## src/rtl/burger_pkg.sv

```systemverilog
// Shared types and constants for the burger ingredient logic.
package burger_pkg;

    localparam int PIX_W  = 10;
    localparam int CHEF_W = 16;
    localparam int CHEF_H = 16;

    // One extra bit so that position sums never wrap.
    typedef logic [PIX_W:0] pix_ext_t;

    typedef enum logic [1:0] {
        IDLE   = 2'd0,
        DROP   = 2'd1,
        SETTLE = 2'd2,
        DONE   = 2'd3
    } state_t;

endpackage

```

## src/rtl/ingredient_drop_ctrl_seg_hit_detect.sv

```systemverilog
// Combinational chef-on-ingredient test: row match and per-segment hit vector.
module seg_hit_detect
    import burger_pkg::*;
#(
    parameter int NUM_SEG = 4,
    parameter int SEG_W   = 8,
    parameter int ROW_TOL = 2
) (
    input  logic [PIX_W-1:0]   chef_x_i,
    input  logic [PIX_W-1:0]   chef_y_i,
    input  logic [PIX_W-1:0]   ingr_x_i,
    input  logic [PIX_W-1:0]   ingr_y_i,
    output logic               on_row_o,
    output logic [NUM_SEG-1:0] hit_o
);

    pix_ext_t feet_y;
    pix_ext_t centre_x;
    pix_ext_t ingr_x_ext;
    pix_ext_t ingr_y_ext;

    assign feet_y     = {1'b0, chef_y_i} + pix_ext_t'(CHEF_H);
    assign centre_x   = {1'b0, chef_x_i} + pix_ext_t'(CHEF_W / 2);
    assign ingr_x_ext = {1'b0, ingr_x_i};
    assign ingr_y_ext = {1'b0, ingr_y_i};

    // Feet may sit up to ROW_TOL pixels below the ingredient top.
    assign on_row_o = (ingr_y_ext <= feet_y) &&
                      (feet_y <= ingr_y_ext + pix_ext_t'(ROW_TOL));

    generate
        for (genvar gi = 0; gi < NUM_SEG; gi++) begin : g_seg
            pix_ext_t seg_lo;
            pix_ext_t seg_hi;
            assign seg_lo    = ingr_x_ext + pix_ext_t'(gi * SEG_W);
            assign seg_hi    = ingr_x_ext + pix_ext_t'((gi + 1) * SEG_W - 1);
            assign hit_o[gi] = on_row_o && (seg_lo <= centre_x) && (centre_x <= seg_hi);
        end
    endgenerate

endmodule

```

## src/rtl/ingredient_drop_ctrl.sv

```systemverilog
// Per-ingredient drop controller: segment stepping, cascade, drop and settle.
// Optional build macro DROP_SCORE_EN adds a score pulse on each drop start.
module ingredient_drop_ctrl
    import burger_pkg::*;
#(
    parameter int NUM_SEG      = 4,
    parameter int SEG_W        = 8,
    parameter int ROW_TOL      = 2,
    parameter int ING_H        = 4,
    parameter int DROP_DIST    = 32,
    parameter int DROP_TIMEOUT = 255
) (
    input  logic               Reset,
    input  logic               frame_clk,
    input  logic [PIX_W-1:0]   ChefX,
    input  logic [PIX_W-1:0]   ChefY,
    input  logic [PIX_W-1:0]   IngrX,
    input  logic [PIX_W-1:0]   IngrY,
    input  logic               ingr_finish,
    input  logic               above_falling,
    input  logic [PIX_W-1:0]   AboveY,
    output logic               fall,
    output logic [NUM_SEG-1:0] seg_stepped,
    output logic               busy,
    output logic               done,
    output logic               score_pulse
);

    localparam int TIMER_W = $clog2(DROP_TIMEOUT + 1);

    state_t               state_q, state_d;
    logic [NUM_SEG-1:0]   seg_q, seg_d;
    logic [PIX_W-1:0]     start_y_q, start_y_d;
    logic [TIMER_W-1:0]   timer_q, timer_d;

    logic                 on_row;
    logic [NUM_SEG-1:0]   hit;
    logic                 cascade;
    logic                 drop_reached;
    logic                 enter_drop;

    seg_hit_detect #(
        .NUM_SEG (NUM_SEG),
        .SEG_W   (SEG_W),
        .ROW_TOL (ROW_TOL)
    ) u_hit (
        .chef_x_i (ChefX),
        .chef_y_i (ChefY),
        .ingr_x_i (IngrX),
        .ingr_y_i (IngrY),
        .on_row_o (on_row),
        .hit_o    (hit)
    );

    assign cascade = above_falling &&
                     ({1'b0, AboveY} + pix_ext_t'(ING_H) >= {1'b0, IngrY}) &&
                     ({1'b0, AboveY} <= {1'b0, IngrY});

    assign drop_reached = {1'b0, IngrY} >= {1'b0, start_y_q} + pix_ext_t'(DROP_DIST);

    always_comb begin
        state_d   = state_q;
        seg_d     = seg_q;
        start_y_d = start_y_q;
        timer_d   = timer_q;
        case (state_q)
            IDLE: begin
                seg_d = seg_q | hit;
                if (ingr_finish) begin
                    state_d = DONE;
                    seg_d   = '0;
                end else if (cascade || (&(seg_q | hit))) begin
                    state_d   = DROP;
                    start_y_d = IngrY;
                    timer_d   = '0;
                end
            end
            DROP: begin
                timer_d = timer_q + 1'b1;
                if (ingr_finish) begin
                    state_d = DONE;
                    seg_d   = '0;
                end else if (drop_reached || (timer_q == TIMER_W'(DROP_TIMEOUT))) begin
                    state_d = SETTLE;
                    seg_d   = '0;
                end
            end
            SETTLE: begin
                // Any cascade seen here is picked up again once back in IDLE.
                seg_d   = '0;
                state_d = IDLE;
            end
            DONE: begin
                seg_d = '0;
            end
            default: begin
                state_d = IDLE;
                seg_d   = '0;
            end
        endcase
    end

    always_ff @(posedge frame_clk or posedge Reset) begin
        if (Reset) begin
            state_q   <= IDLE;
            seg_q     <= '0;
            start_y_q <= '0;
            timer_q   <= '0;
        end else begin
            state_q   <= state_d;
            seg_q     <= seg_d;
            start_y_q <= start_y_d;
            timer_q   <= timer_d;
        end
    end

    assign enter_drop  = (state_q == IDLE) && (state_d == DROP);
    assign fall        = (state_q == DROP);
    assign busy        = (state_q == DROP) || (state_q == SETTLE);
    assign done        = (state_q == DONE);
    assign seg_stepped = seg_q;

`ifdef DROP_SCORE_EN
    logic       score_q;
    logic [7:0] cascade_cnt_q;

    always_ff @(posedge frame_clk or posedge Reset) begin
        if (Reset) begin
            score_q       <= 1'b0;
            cascade_cnt_q <= '0;
        end else begin
            score_q <= enter_drop;
            if (enter_drop && cascade && (cascade_cnt_q != 8'hFF)) begin
                cascade_cnt_q <= cascade_cnt_q + 8'd1;
            end
        end
    end

    assign score_pulse = score_q;
`else
    logic unused_enter_drop;
    assign unused_enter_drop = enter_drop;
    assign score_pulse       = 1'b0;
`endif

    logic unused_on_row;
    assign unused_on_row = on_row;

endmodule

```

## config.mk

```make
export PLATFORM = sky130hd
export DESIGN_NAME = ingredient_drop_ctrl
export DESIGN_NICKNAME = d
export VERILOG_FILES = /design/src/rtl/burger_pkg.sv /design/src/rtl/ingredient_drop_ctrl_seg_hit_detect.sv /design/src/rtl/ingredient_drop_ctrl.sv
export SDC_FILE = /design/constraint.sdc
export NUM_CORES = 1
export LEC_CHECK = 0
export ABC_AREA = 1
export CORE_UTILIZATION = 29
export DETAILED_ROUTE_END_ITERATION = 12
export SKIP_CTS_REPAIR_TIMING = 1
export SLEW_MARGIN = 5
export SYNTH_ARGS = -nofsm -noshare
export SYNTH_HDL_FRONTEND = slang
export SYNTH_SLANG_ARGS = --single-unit
```

## constraint.sdc

```tcl
create_clock -name frame_clk -period 2.5 [get_ports frame_clk]
set_input_delay 0.375 -clock frame_clk [delete_from_list [all_inputs] [get_ports frame_clk]]
set_output_delay 0.375 -clock frame_clk [all_outputs]
set_load 0.01 [all_outputs]
```

Yosys cells after proc, flatten, opt, wreduce, memory -nomap -nowiden
Cells that the tools add are included.
- $add $sub $neg: 13
- order comparisons: 13
- equality and inequality tests: 8
- muxes and demuxes: 12
- bitwise gates (word level): 2
- reductions and logical operators: 22
- operators with widths (kind ; count):
    less-or-equal comparator 11 bit ; 8
    adder 10 x 5 -> 11 bit, second input constant ; 5
    adder 10 x 4 -> 11 bit, second input constant ; 3
    adder 10 x 3 -> 11 bit, second input constant ; 2
    less-or-equal comparator 10 x 11 -> 1 bit ; 2
    two-way mux 8 bit ; 2
    case mux 8 bit (2 select lines) ; 1
    two-way mux 4 bit ; 3
    case mux 4 bit (3 select lines) ; 1
    adder 10 x 2 -> 11 bit, second input constant ; 1
    adder 10 x 6 -> 11 bit, second input constant ; 1
    >= comparator 10 x 11 -> 1 bit ; 1
    >= comparator 11 x 10 -> 1 bit ; 1
    logical AND 1 bit ; 11
    less-or-equal comparator 10 bit ; 1
    AND reduction 3 bit ; 3
    adder 8 x 1 -> 8 bit, second input constant ; 1
    equality test 8 bit, second input constant ; 1
    two-way mux 2 bit ; 4
    case mux 2 bit (3 select lines) ; 1
    equality test 2 bit, second input constant ; 2
    != test 2 bit, second input constant ; 2
    OR 4 bit ; 1
    AND reduction 4 bit ; 1
    other kinds (9) ; 11
- bits in registers: 24
- bits of input ports: 54
- output and inout bits: 8
- logic and storage cells: 74

Logic depth before layout (Yosys ltp)
- depth after elaboration: 11
- depth in mapped cells: 24

Hierarchy
Synthesis repeated with hierarchy kept, for this count alone.
- cells, all modules: 879
- area total of the unflattened synthesis: 5731.7 um2
- modules (own cells, without submodules) (module ; times used ; cells each ; area each (um2)):
    seg_hit_detect ; 1 ; 567 ; 3503.4
    ingredient_drop_ctrl ; 1 ; 312 ; 2228.4

Least setup slack after synthesis
OpenSTA, ideal clock, no wires.
- path type: input -> register
- from: input port IngrX[5]
- to: register timer_q[0]
- library setup time: 0.118 ns
- arrival time: 2.918 ns
- path slack: -0.536 ns
- stages: 23
- buffers on the path: 3
- cells stage by stage: clkbuf_1 > inv_1 > nor3_1 > inv_1 > nor2_1 > nand2_1 > xor2_1 > inv_1 > ha_1 > nand2_1 > inv_1 > nand4_1 > nand3_1 > nand2_1 > nand2_1 > o21bai_1 > nand2_1 > o21bai_2 > nand2_1 > buf_6 > buf_6 > nand3_2 > nand2_1
- word-level cells in the longest chain between the ends: 9
- ends and longest elaborated chain (element ; line ; text):
    start: declaration ; ingredient_drop_ctrl.sv:17 ; input logic [PIX_W-1:0] IngrX,
    adder 10 x 4 -> 11 bit or adder 10 x 5 -> 11 bit (tied branches) ; ingredient_drop_ctrl_seg_hit_detect.sv:35 ; assign seg_lo = ingr_x_ext + pix_ext_t'(gi * SEG_W);
    less-or-equal comparator 11 bit ; ingredient_drop_ctrl_seg_hit_detect.sv:37 ; assign hit_o[gi] = on_row_o && (seg_lo <= centre_x) && (centre_x <= seg_hi);
    logical AND 1 bit (2 in a row) ; ingredient_drop_ctrl_seg_hit_detect.sv:37 ;
    OR 4 bit (*) ; ingredient_drop_ctrl.sv:72 ; end else if (cascade || (&(seg_q | hit))) begin
    AND reduction 4 bit (*) ; ingredient_drop_ctrl.sv:72 ;
    logical OR 1 bit (*) ; ingredient_drop_ctrl.sv:72 ;
    != test 2 bit (no source line) (*) ; -- ;
    AND reduction 3 bit (no source line) (*) ; -- ;
    end signal: assignment ; ingredient_drop_ctrl.sv:113 ; timer_q <= timer_d;
    end: declaration ; ingredient_drop_ctrl.sv:34 ; logic [TIMER_W-1:0] timer_q, timer_d;
Mark *: on every way between the ends. The rest lies on a longest branch, timed or not.
A chain may end at the register's enable or synchronous reset.

Final worst setup path
- from: input port IngrX[4]
- to: register timer_q[5]
The elaborated chain is that of the path after synthesis.

==> metrics.yaml <==
routing:
  vias: 6183
  drt-vias-per-instance: 4.61
  drt_first_iter_violations: 272
  drtPass1Iterations: 6
  routedWlPerCell_microns: 13.2
  postRouteAntennaNets: 0
  route.detailed.drc: 0
  routed_wl_microns: 17600
timing:
  min_period_over_period: 1.18
  hold_violations: 0
  fmax_mhz: 339
  worstMarginPinSlew_ns: 0.561
  setup_ws_ns: -0.450
  rsz0062_at_grt: "true"
  drv_slew: 0
  whs_ns: 0.456
  min_period_ns: 2.95
  skew_ns: 0.00646
  setup-violations-final: 22
  relSlewSlack: 0.625
  fin_tns_setup_ns: -8.54
floorplanning:
  start_util: 0.298
  dieWidth_microns: 141
  fp.coreArea_sq_um: 18800
  io_pins: 62
  rows: 50
  die_area_sq_um: 19900
  die_h_microns: 141
power_and_ir_drop:
  vdd_drop_max_v: 0.000331
  p_per_area_nw_per_um2: 386
  power_leakage_nw: 4.60
layout:
  fill_cells: 1916
  diodes: 0
  final_common_cell: "nand2_1"
  nNetsFinal: 1262
  multi_input_area_sq_um: 5000
  seq_area_sq_um: 601
  drive_above_1_share: 0.298
  final_cell_mix: "nand2_1, buf_4, inv_1"
  areaGrowthSynthToFinish_pct: 52.4
clock_tree:
  cts_tree: "yes"
  clk_latency_ns: 0.26
  clock_path_buffers: 2
  path_clk_slew_ns: 0.07
  cts.sinks: 24
  numCtsBuffers: 3
  cts-root-buf: "clkbuf_16"
  htreeDepth: 1
setup_path:
  path_buf_inv: 4
  crit_family: "simple AND/OR/NAND/NOR gates"
  critPathArrivalTime_ns: 3.10
  cp_max_fo: 8
  crit_path_end_kind: "register"
  cpMaxStageDelayCell: "ha_1"
  cp_data_required_time_ns: 2.65
  path_depth: 22
  worstSetupPathType: "input pin to register"
  crit_chain: "buf_8 -> buf_6 -> ha_4 -> inv_2 -> nand3_2 -> xor2_1 -> ha_1 -> a21oi_2 -> nand2_1 -> a21oi_2 -> nand3_1 -> nand2_1 -> nand2_1 -> a21oi_1 -> nand2_1 -> nand2_2 -> nand2_4 -> o21bai_4 -> nand2_4 -> buf_8 -> nand3_2 -> nand2_1"
  crit_path_max_incr_delay_ns: 0.34
  crit_top_cell: "nand2_1"
  reg2reg_depth: 13
  start_kind: "input pin"
global_routing:
  grt_max_degree: 25
  grt_pass1_vias: 5713
  grt_use_total: 0.172
  antenna_found_initial: 0
  grt_remaining_overflow: 0
  grt_pass1_wl_microns: 27600
yosys:
  yosysSeqAreaShare: 0.107
  yosysWarnings: 0
  ys_top_cells_by_area: "ha_1, nand2_1, dfrtp_1"
  ys_seq_elements: 24
  synthArstFlopShare: 1.00
  yosys.area.top_type_share: 0.283
  synth.net_count: 1038
  netlist_area_sq_um: 5610
  synthFlopType: "dfrtp_1"
  syn_area_per_cell_sq_um: 6.55
  synth-edff-count: 0
  post-synth-top-area-cell: "ha_1"
  netlist_instances: 857
  ys_types: 40
flow_run:
  drv_cap: 0
run_status:
  outcome: "finished, violations left"
  violations: "negative setup slack"
hold_path:
  hold_class: "input pin to async pin"
placed_design:
  place.gp.congestion: 0.917
  dpl.hpwl_microns: 14600
  io_buffers: 60
## worst reg2reg max path, cell delays in order, from the launching register on
cell	delay, ns
dfrtp_1	0.42
ha_1	0.29
inv_1	0.04
ha_1	0.30
a21oi_1	0.14
o21a_1	0.14
o221ai_1	0.11
a21oi_1	0.14
nand2_1	0.08
nor2_1	0.09
nand2_1	0.15
inv_1	0.11
nand2_1	0.08
a21boi_2	0.14
## power by group
part	leakage, nW	switching [W]	internal, W
logic	4.23	0.00122	0.00103
clock network	0.0511	0.000151	0.000319
registers	0.318	0.0000954	0.000487
## layout make-up
cell class | count | area share
sequential | 24 | 0.0703
timing repair buffer | 228 | 0.232
inverter | 140 | 0.0619
clock inverter | 1 | 0.00351
multi-input combinational | 684 | 0.586
clock buffer | 3 | 0.00878
tap | 260 | 0.0381
## cells by family after synthesis
group | after synthesis | synth area share
AO/OA/AOI/OAI | 104 | 0.106
XOR/XNOR | 54 | 0.0843
adder cells (fa/ha/maj) | 127 | 0.283
buffers and inverters | 149 | 0.104
flip-flops | 24 | 0.107
other | 1 | 0.000669
AND/OR/NAND/NOR | 398 | 0.315
## worst paths after layout
check / startpoint / to / slack [ns]
setup / recovery: IngrX[4] / timer_q[5] / -0.45
hold / removal: Reset / timer_q[2] / 0.46
setup reg to reg: start_y_q[6] / seg_stepped[0] / 0.19
hold reg to reg: start_y_q[1] / start_y_q[1] / 0.50
max in group asynchronous: Reset / start_y_q[9] / 1.79
min in group frame_clk: start_y_q[1] / start_y_q[1] / 0.50
## state kept, by name (all words and copies together) (netlist names)
register     count
seg_stepped      4
start_y_q       10
state_q          2
timer_q          8
## routing by layer
| metal | GRT usage | vias to the layer above | routed length (microns) |
|---|---|---|---|
| li1 | - | 3238 | - |
| met1 | 0.226 | 2802 | 7980 |
| met2 | 0.314 | 131 | 8840 |
| met3 | 0.0105 | 12 | 637 |
| met4 | 0.0217 | 0 | 180 |
| met5 | 0 | - | 0 |
## through the flow
step	util	area (sq um)	setup slack [ns]	power, W	cells
5_1_grt	0.454	8550	-0.615	0.00362	1340
3_3_place_gp	0.410	7710	-1.20	0.00257	1325
4_1_cts	0.415	7820	-0.993	0.00309	1329
6_report	0.454	8550	-0.450	0.00330	1340
2_1_floorplan	-	5680	-0.324	0.00179	857
3_5_place_dp	0.410	7710	-1.27	0.00261	1325
## synthesized netlist by cell type (4+ instances only)
cell type / number
nand2_1: 218
inv_1: 132
ha_1: 127
nor2_1: 64
a21oi_1: 55
nand3_1: 54
xor2_1: 48
o21ai_0: 26
dfrtp_1: 24
nand4_1: 19
nor3_1: 11
nand3_2: 10
nand3b_1: 8
inv_2: 7
xnor2_1: 6
nand2_2: 4
Power figures use the tool's default switching activity.
==> RTL change, RTL diff (same settings) <==
Set the parameter `DROP_DIST` to 31 (it was 32).
--- a/src/rtl/ingredient_drop_ctrl.sv
+++ b/src/rtl/ingredient_drop_ctrl.sv
@@ -7,7 +7,7 @@
     parameter int SEG_W        = 8,
     parameter int ROW_TOL      = 2,
     parameter int ING_H        = 4,
-    parameter int DROP_DIST    = 32,
+    parameter int DROP_DIST    = 31,
     parameter int DROP_TIMEOUT = 255
 ) (
     input  logic               Reset,
Check against the original RTL: not equivalent (a bounded check fails within 4 cycles, from zero or initial values and one cycle with Reset high).
==> RTL change against the original RTL <==
- the flow still finishes with violations (negative setup slack)
- cell count fell by 1.3%
- maximum frequency fell by 3.8%
- sequential share of layout area fell by 0.10 points
- sequential cell count did not move
- count of clock-buffer cells in the layout did not move
- first-iteration DRC count rose by 4.4%
- total power rose by 17%
- final area rose by 1.5%
- worst setup slack got worse by 0.12 ns
- routed wire length fell by 1.6%
- clock skew fell by 0.0027 ns
- non-clock buffer count rose by 20
- synthesized area fell by 1.0%
==> RTL change: results (changes against the original RTL) <==
HPWL Detailed -> 14200 um (-2.9%)
met3 Track Usage GR -> 1.30% (+0.25 points)
VDD IR max -> 283 uV (-14%)
failing checks -> negative setup slack
Final Critical Period -> 3.07 ns (+0.115 ns)
Final GP Congestion -> 0.887 (-3.3%)
Critical R2R Capture -> state_q[0]$_DFFE_PP0P_
XOR/XNOR Fraction of Synth Area -> 9.31% (+0.87 points)
vias in the first global route -> 5736 (+0.40%)
Final Setup Violations -> 24 (+9.1%)
Worst path max stage delay -> 0.31 ns (-0.03 ns)
crit path DAT -> 3.21 ns (+0.11 ns)
run status -> complete, but fails checks
Wirelength per Cell -> 13.1 um (-0.37%)
pre-CTS WS -> -1.32 ns (-0.0439 ns)
met1 wire length -> 8110 um (+1.6%)
share of layout cells above drive strength 1 -> 31.2% (+1.4 points)
first-pass GRT wire length -> 26800 um (-2.9%)
Post-synth top cells -> 205 x nand2_1, 127 x ha_1, 120 x inv_1
met1 Use GR -> 21.5% (-1.2 points)
Fin Setup TNS -> -11.00 ns (-2.46 ns)
post-synth net total -> 1027 (-1.1%)
final setup margin -> -0.566 ns (-0.115 ns)
Worst R2R Path Depth -> 17 (+4)
Layout fillers -> 1870 (-2.4%)
top cells by area, synth -> ha_1 29%, nand2_1 14%, dfrtp_1 11%
Placed Cells -> 1307 (-1.4%)
[RTL change: cell count changes after synthesis, moves of 4 or more]
cell	change
nand2_1	-13
o21ai_0	+4
nand3_1	+11
nand3_2	-10
inv_1	-12
nand3b_1	+5
[RTL change: worst max-delay path by stage]
stage / start / end / cells after the start
2_1_floorplan: IngrX[4] / timer_q[0]$_DFFE_PP0P_ / 22
3_3_place_gp: IngrX[4] / start_y_q[8]$_DFFE_PP0P_ / 21
3_5_place_dp: IngrX[4] / timer_q[4]$_DFFE_PP0P_ / 21
4_1_cts: IngrX[4] / start_y_q[3]$_DFFE_PP0P_ / 21
5_1_grt: IngrX[4] / timer_q[0]$_DFFE_PP0P_ / 21
6_report: IngrX[0] / start_y_q[5]$_DFFE_PP0P_ / 22
[RTL change: logic make-up (layout without fill, tap and decap cells)]
family / count (synthesis) / after routing
adders and majority gates: 127 / 127
other: 1 / 1
xor gates and xnor gates: 59 / 59
buffers and inverters: 136 / 379
DFF: 24 / 24
AOI/OAI and AO/OA: 109 / 109
and+or+nand+nor: 390 / 390
[RTL change: power breakdown]
| group | internal [W] | total, W | switching (W) |
|---|---|---|---|
| clock network | 0.000318 | 0.000455 | 0.000137 |
| registers | 0.000510 | 0.000645 | 0.000135 |
| logic | 0.00134 | 0.00277 | 0.00143 |
[RTL change: final cells by class]
class	instances	share of cell area, %
flip-flops and latches	24	6.92
clock buffers	3	0.865
well taps	234	3.38
clock inverters	1	0.346
inverters	127	5.58
repair buffers	248	24.5
multi-input cells	686	58.4
